## config.mk

```make
export PLATFORM = sky130hd
export DESIGN_NAME = datapath_sequencer_flat
export DESIGN_NICKNAME = d
export VERILOG_FILES = /design/src/rtl/datapath_sequencer_if.sv /design/src/rtl/datapath_sequencer.sv /design/src/flat_wrapper.sv
export SDC_FILE = /design/constraint.sdc
export NUM_CORES = 1
export LEC_CHECK = 0
export BUFFER_PORTS_ARGS = -buffer_cell sky130_fd_sc_hd__buf_2
export CORE_UTILIZATION = 44
export DETAILED_ROUTE_END_ITERATION = 12
export PLACE_DENSITY = 0.93
export SLEW_MARGIN = 30
export SYNTH_ARGS = -nofsm -noshare
export SYNTH_HDL_FRONTEND = slang
export SYNTH_SLANG_ARGS = --single-unit
```

## constraint.sdc

```tcl
create_clock -name clk -period 5.7 [get_ports clk]
set_clock_uncertainty 0.1 [all_clocks]
set_input_delay 0.855 -clock clk [delete_from_list [all_inputs] [get_ports clk]]
set_output_delay 0.855 -clock clk [all_outputs]
set_load 0.05 [all_outputs]
```

## src/rtl/datapath_sequencer_if.sv

```systemverilog
`default_nettype none
// ============================================================================
// Module      : datapath_sequencer_if
// Description : Control/status bundle between the sequencer and the datapath.
// Revision    : 1.0 - initial release
// ============================================================================
interface datapath_sequencer_if;
    logic        run;
    logic [31:0] ir;
    logic        mem_ready;
    logic [31:0] enable;
    logic [31:0] busSelect;
    logic [3:0]  Control_Signals;
    logic        MD_Read;
    logic        IncPC;
    logic        busy;
    logic        halted;
    logic        fault;
    logic [3:0]  state_dbg;

    // master = sequencer, slave = datapath side
    modport master (
        input  run, ir, mem_ready,
        output enable, busSelect, Control_Signals, MD_Read, IncPC,
               busy, halted, fault, state_dbg
    );

    modport slave (
        output run, ir, mem_ready,
        input  enable, busSelect, Control_Signals, MD_Read, IncPC,
               busy, halted, fault, state_dbg
    );
endinterface
`default_nettype wire

```

## src/rtl/datapath_sequencer.sv

```systemverilog
`default_nettype none
// ============================================================================
// Module      : datapath_sequencer
// Description : Hardwired fetch/execute control unit for the Phase 2 datapath.
// Revision    : 1.0 - initial release
// ============================================================================
module datapath_sequencer #(
    parameter logic [4:0] OP_ADD  = 5'b00011,
    parameter logic [4:0] OP_SUB  = 5'b00100,
    parameter logic [4:0] OP_AND  = 5'b00101,
    parameter logic [4:0] OP_OR   = 5'b00110,
    parameter logic [4:0] OP_MUL  = 5'b01111,
    parameter logic [4:0] OP_DIV  = 5'b10000,
    parameter logic [4:0] OP_HALT = 5'b11011,
    parameter logic [3:0] ALU_ADD = 4'd3,
    parameter logic [3:0] ALU_SUB = 4'd4,
    parameter logic [3:0] ALU_AND = 4'd5,
    parameter logic [3:0] ALU_OR  = 4'd6,
    parameter logic [3:0] ALU_MUL = 4'd12,
    parameter logic [3:0] ALU_DIV = 4'd13
) (
    input  wire logic             clk,
    input  wire logic             clr,
    datapath_sequencer_if.master  bus
);

    typedef enum logic [3:0] {
        S_IDLE  = 4'd0,
        S_T0    = 4'd1,
        S_T1    = 4'd2,
        S_T2    = 4'd3,
        S_T3    = 4'd4,
        S_T4    = 4'd5,
        S_T5    = 4'd6,
        S_T6    = 4'd7,
        S_HALT  = 4'd8,
        S_FAULT = 4'd9
    } state_t;

    state_t     state_q, state_d;

    logic [4:0] w_op;
    logic [3:0] w_ra, w_rb, w_rc;
    logic       w_is_alu, w_is_md, w_is_halt;
    logic [3:0] w_alu_code;
    logic       w_unused_ir;

    assign w_op        = bus.ir[31:27];
    assign w_ra        = bus.ir[26:23];
    assign w_rb        = bus.ir[22:19];
    assign w_rc        = bus.ir[18:15];
    assign w_unused_ir = ^bus.ir[14:0];

    always_comb begin
        w_is_alu   = 1'b0;
        w_is_md    = 1'b0;
        w_is_halt  = 1'b0;
        w_alu_code = 4'd0;
        case (w_op)
            OP_ADD:  begin w_is_alu = 1'b1; w_alu_code = ALU_ADD; end
            OP_SUB:  begin w_is_alu = 1'b1; w_alu_code = ALU_SUB; end
            OP_AND:  begin w_is_alu = 1'b1; w_alu_code = ALU_AND; end
            OP_OR:   begin w_is_alu = 1'b1; w_alu_code = ALU_OR;  end
            OP_MUL:  begin w_is_md  = 1'b1; w_alu_code = ALU_MUL; end
            OP_DIV:  begin w_is_md  = 1'b1; w_alu_code = ALU_DIV; end
            OP_HALT: w_is_halt = 1'b1;
            default: ;
        endcase
    end

    // run is only looked at in IDLE and on the last step of an instruction
    always_comb begin
        state_d = state_q;
        case (state_q)
            S_IDLE:  if (bus.run) state_d = S_T0;
            S_T0:    state_d = S_T1;
            S_T1:    if (bus.mem_ready) state_d = S_T2;
            S_T2:    state_d = S_T3;
            S_T3: begin
                if (w_is_halt)                 state_d = S_HALT;
                else if (w_is_alu || w_is_md)  state_d = S_T4;
                else                           state_d = S_FAULT;
            end
            S_T4:    state_d = S_T5;
            S_T5: begin
                if (w_is_md)      state_d = S_T6;
                else if (bus.run) state_d = S_T0;
                else              state_d = S_IDLE;
            end
            S_T6:    state_d = bus.run ? S_T0 : S_IDLE;
            S_HALT:  state_d = S_HALT;
            S_FAULT: state_d = S_FAULT;
            default: state_d = S_IDLE;
        endcase
    end

    always_ff @(posedge clk or negedge clr) begin
        if (!clr) state_q <= S_IDLE;
        else      state_q <= state_d;
    end

    // Moore decode; the async clear of state_q forces every output low at once
    always_comb begin
        bus.enable          = 32'd0;
        bus.busSelect       = 32'd0;
        bus.Control_Signals = 4'd0;
        bus.MD_Read         = 1'b0;
        bus.IncPC           = 1'b0;
        case (state_q)
            S_T0: begin
                bus.busSelect[20] = 1'b1;
                bus.enable[25]    = 1'b1;
                bus.enable[20]    = 1'b1;
                bus.IncPC         = 1'b1;
            end
            S_T1: begin
                bus.MD_Read    = 1'b1;
                bus.enable[21] = 1'b1;
            end
            S_T2: begin
                bus.busSelect[21] = 1'b1;
                bus.enable[24]    = 1'b1;
            end
            S_T3: begin
                if (w_is_alu) begin
                    bus.busSelect = 32'd1 << w_rb;
                    bus.enable[19] = 1'b1;
                end else if (w_is_md) begin
                    bus.busSelect = 32'd1 << w_ra;
                    bus.enable[19] = 1'b1;
                end
            end
            S_T4: begin
                if (w_is_alu || w_is_md) begin
                    bus.busSelect       = 32'd1 << (w_is_md ? w_rb : w_rc);
                    bus.enable[18]      = 1'b1;
                    bus.Control_Signals = w_alu_code;
                end
            end
            S_T5: begin
                bus.busSelect[19] = 1'b1;
                if (w_is_md) bus.enable[17] = 1'b1;
                else         bus.enable     = 32'd1 << w_ra;
            end
            S_T6: begin
                bus.busSelect[18] = 1'b1;
                bus.enable[16]    = 1'b1;
            end
            default: ;
        endcase
    end

    assign bus.busy      = !(state_q == S_IDLE || state_q == S_HALT || state_q == S_FAULT);
    assign bus.halted    = (state_q == S_HALT);
    assign bus.fault     = (state_q == S_FAULT);
    assign bus.state_dbg = state_q;

endmodule
`default_nettype wire

```

## src/flat_wrapper.sv

```systemverilog
// flat-port wrapper written by rule: the top's interface ports become plain ports
module datapath_sequencer_flat 
#(
    parameter logic [4:0] OP_ADD  = 5'b00011,
    parameter logic [4:0] OP_SUB  = 5'b00100,
    parameter logic [4:0] OP_AND  = 5'b00101,
    parameter logic [4:0] OP_OR   = 5'b00110,
    parameter logic [4:0] OP_MUL  = 5'b01111,
    parameter logic [4:0] OP_DIV  = 5'b10000,
    parameter logic [4:0] OP_HALT = 5'b11011,
    parameter logic [3:0] ALU_ADD = 4'd3,
    parameter logic [3:0] ALU_SUB = 4'd4,
    parameter logic [3:0] ALU_AND = 4'd5,
    parameter logic [3:0] ALU_OR  = 4'd6,
    parameter logic [3:0] ALU_MUL = 4'd12,
    parameter logic [3:0] ALU_DIV = 4'd13
)
  (clk, clr, bus_run, bus_ir, bus_mem_ready, bus_enable, bus_busSelect, bus_Control_Signals, bus_MD_Read, bus_IncPC, bus_busy, bus_halted, bus_fault, bus_state_dbg);
  datapath_sequencer_if bus_i ();
  input  wire logic clk;
  input  wire logic clr;
  input wire logic [$bits(bus_i.run)-1:0] bus_run;
  input wire logic [$bits(bus_i.ir)-1:0] bus_ir;
  input wire logic [$bits(bus_i.mem_ready)-1:0] bus_mem_ready;
  output wire logic [$bits(bus_i.enable)-1:0] bus_enable;
  output wire logic [$bits(bus_i.busSelect)-1:0] bus_busSelect;
  output wire logic [$bits(bus_i.Control_Signals)-1:0] bus_Control_Signals;
  output wire logic [$bits(bus_i.MD_Read)-1:0] bus_MD_Read;
  output wire logic [$bits(bus_i.IncPC)-1:0] bus_IncPC;
  output wire logic [$bits(bus_i.busy)-1:0] bus_busy;
  output wire logic [$bits(bus_i.halted)-1:0] bus_halted;
  output wire logic [$bits(bus_i.fault)-1:0] bus_fault;
  output wire logic [$bits(bus_i.state_dbg)-1:0] bus_state_dbg;
  assign bus_i.run = bus_run;
  assign bus_i.ir = bus_ir;
  assign bus_i.mem_ready = bus_mem_ready;
  assign bus_enable = bus_i.enable;
  assign bus_busSelect = bus_i.busSelect;
  assign bus_Control_Signals = bus_i.Control_Signals;
  assign bus_MD_Read = bus_i.MD_Read;
  assign bus_IncPC = bus_i.IncPC;
  assign bus_busy = bus_i.busy;
  assign bus_halted = bus_i.halted;
  assign bus_fault = bus_i.fault;
  assign bus_state_dbg = bus_i.state_dbg;
  datapath_sequencer #(.OP_ADD(OP_ADD), .OP_SUB(OP_SUB), .OP_AND(OP_AND), .OP_OR(OP_OR), .OP_MUL(OP_MUL), .OP_DIV(OP_DIV), .OP_HALT(OP_HALT), .ALU_ADD(ALU_ADD), .ALU_SUB(ALU_SUB), .ALU_AND(ALU_AND), .ALU_OR(ALU_OR), .ALU_MUL(ALU_MUL), .ALU_DIV(ALU_DIV)) u_core (.clk(clk), .clr(clr), .bus(bus_i));
endmodule
```

==> results.toml <==
[clocking]
cts_root_buf = "clkbuf_4"
cts_setup_buffers = 0
cts_made_buffers = 3
path_clk_slew_ps = 40
cts_tree = "yes"
cts_hold_buffers = 0
clk_path_buf_depth = 2
cts_resized = 0
htreeDepth = 1
clock_sinks = 4
clock_latency_ps = 230

[logic_synthesis]
synthXorXnorAreaFrac = 0.01185
synthMuxAreaShare = 0.006774
netlist_instances = 238
ys_top_cells_by_area = "buf_4 11%, nor2_1 9.7%, nand2_1 6.9%"
synth_top_family_by_area = "simple AND/OR/NAND/NOR gates"
synth_edf_count = 0
yosys_warnings = 0
synth_top_cell_by_area = "buf_4"
yosys.cell_types.count = 52
synth_flop_cell = "dfrtp_1"
avgSynthCellArea_sq_um = 6.209
async_flop_share = 1.000
syn_area_sq_um = 1478
seq_area_frac_synth = 0.06774
synth_fa_ha_area_frac = 0
synth_seq_cells = 4
synth_top_area_frac = 0.1118
synth-compound-area-share = 0.2701
yosys.area_share.simple = 0.4564

[die]
core-area_sq_um = 3128
fp.dieW_um = 59.95
start_util = 0.4724
io_pins = 113
dieArea_sq_um = 3594
rows = 20
chipHeight_um = 59.95

[hold_path]
hold_class = "input pin to asynchronous set/reset pin"

[setup_path]
ff2ff_path_depth = 3
cp_data_arrival_time_ps = 3180
critical_path.max_fanout = 21
cp.required_ps = 4740
r2r-start = "u_core.bus.state_dbg[3]$_DFFE_PN0P_"
r2r-end = "u_core.bus.state_dbg[3]$_DFFE_PN0P_"
reg2reg_slack_ps = 3760
endpoint_kind = "output pin"
crit_type = "input pin to output pin"
start_kind = "input pin"

[cells_and_area]
largest_reg_flops = 4
drive_gt1_frac = 0.3167
mostFrequentLayoutCell = "buf_2"
final_cell_mix = "77 x buf_2, 38 x nor2_1, 27 x nand2_1"
final_cells = 344
n_antenna_cell = 0
area_growth_pct = 20.24
nets = 338

[status]
status = "finished, final reports clean"

[placement]
gp_congestion = 0.8918
port_buffers = 77
dp.cells = 341
dpl.hpwl_um = 3218
pre_cts_ws_ps = 1613

[pwr]
intPower_uw = 169.6
power_uw = 594.9
clkPwrFrac = 0.058
power.density_nw_per_um2 = 334.8
p_seq_frac = 0.163
switching_share = 0.7149
netSwitchingPower_uw = 425.2
peakVddDrop_uv = 125.2
leakagePower_nw = 0.8555
comb_power_share = 0.779

[timing]
period_minus_slack_ps = 4131
slew_headroom = 0.3583
rsz0062_at_grt = "no"
slew_viol_final = 0
setup_tns_ps = 0
finalHoldViolations = 0
worst_pin_slew_ps = 962.5
worst_slack_ps = 1569
setup_viol = 0
period_share = 0.7248
max_freq_mhz = 242.1
holdWs_ps = 317.5

[drt]
routed_wl_um = 4218
dr.pass1.iters = 4
remaining_drc_errors = 0
drtIter0Drc = 147
route.antenna.remaining_nets = 0
routed-via-count = 1882
wire_per_inst_um = 12.26
vias_per_cell = 5.471

[global_routing]
grt_pass1_wl_um = 6651
grt_overflow = 0
antenna_found_initial = 0
grt_pass1_vias = 1559
grt_max_degree = 22
grt_usage = 0.2354

[job]
maxCapViolations = 0
==> kinds of logic (layout without fill, tap and decap cells) <==
group / count (synthesis) / in the layout
flip-flops: 4 / 4
XOR/XNOR: 2 / 2
AND/OR/NAND/NOR: 126 / 126
multiplexers: 1 / 1
other: 1 / 20
buffers and inverters: 46 / 89
AO/OA/AOI/OAI: 58 / 58
==> Yosys cell counts, types with 5 or more instances <==
| library cell | number |
|---|---|
| nor2_1 | 38 |
| nand2_1 | 27 |
| buf_4 | 22 |
| nor3_1 | 19 |
| o21ai_0 | 12 |
| clkbuf_1 | 11 |
| a21oi_1 | 8 |
| inv_1 | 8 |
| nand3_1 | 8 |
| a31oi_1 | 7 |
| nand2b_1 | 7 |
| nor2b_1 | 6 |
| a32oi_1 | 5 |
| o221ai_1 | 5 |
==> how the worst max path moves through the flow <==
stage	end	slack [ps]	start
finish	bus_busSelect[9]	1570	bus_ir[27]
global route	bus_busSelect[9]	1470	bus_ir[27]
CTS	bus_busSelect[1]	1610	bus_ir[27]
detailed placement	bus_busSelect[1]	1610	bus_ir[27]
global placement	bus_busSelect[0]	1640	bus_ir[27]
floorplan	bus_busSelect[11]	1490	bus_ir[29]
==> final cells by class <==
type	instances	area (sq um)
Inverter	8	30.03
Clock buffer	3	22.52
Sequential cell	4	100.1
Tap cell	44	55.05
Timing Repair Buffer	78	392.9
Multi-Input combinational cell	207	1176
Fill cell	309	1351
==> power by group through the flow <==
stage	registers (mW)	logic, mW	clock network [mW]
6_report	0.0970	0.463	0.0347
5_1_grt	0.103	0.498	0.0383
4_1_cts	0.0961	0.461	0.0363
3_5_place_dp	0.0963	0.460	0
3_3_place_gp	0.0938	0.455	0
2_1_floorplan	0.103	0.383	0
==> through the flow <==
step,utilization,area [sq um]
after floorplan,-,1549
after global placement,0.5608,1754
after detailed placement,0.5608,1754
after CTS,0.5680,1777
after global routing,0.5680,1777
final,0.5680,1777
==> layer usage <==
metal  GRT usage  share of wire  wire, um  up-vias
met1      0.3065           0.43      1815      843
met2      0.4000           0.49      2087      101
met3     0.03030          0.068       288        2
met4     0.07309         0.0062        26        0
met5           0              0         0        -
li1            -              -         -      936
==> critical path: stages <==
cell	delay (ps)
buf_2	140
or4b_4	570
o22a_1	550
nor4b_2	560
nand2_1	100
o221ai_1	90
buf_2	300
No activity file was read; power rests on OpenSTA's default activity.
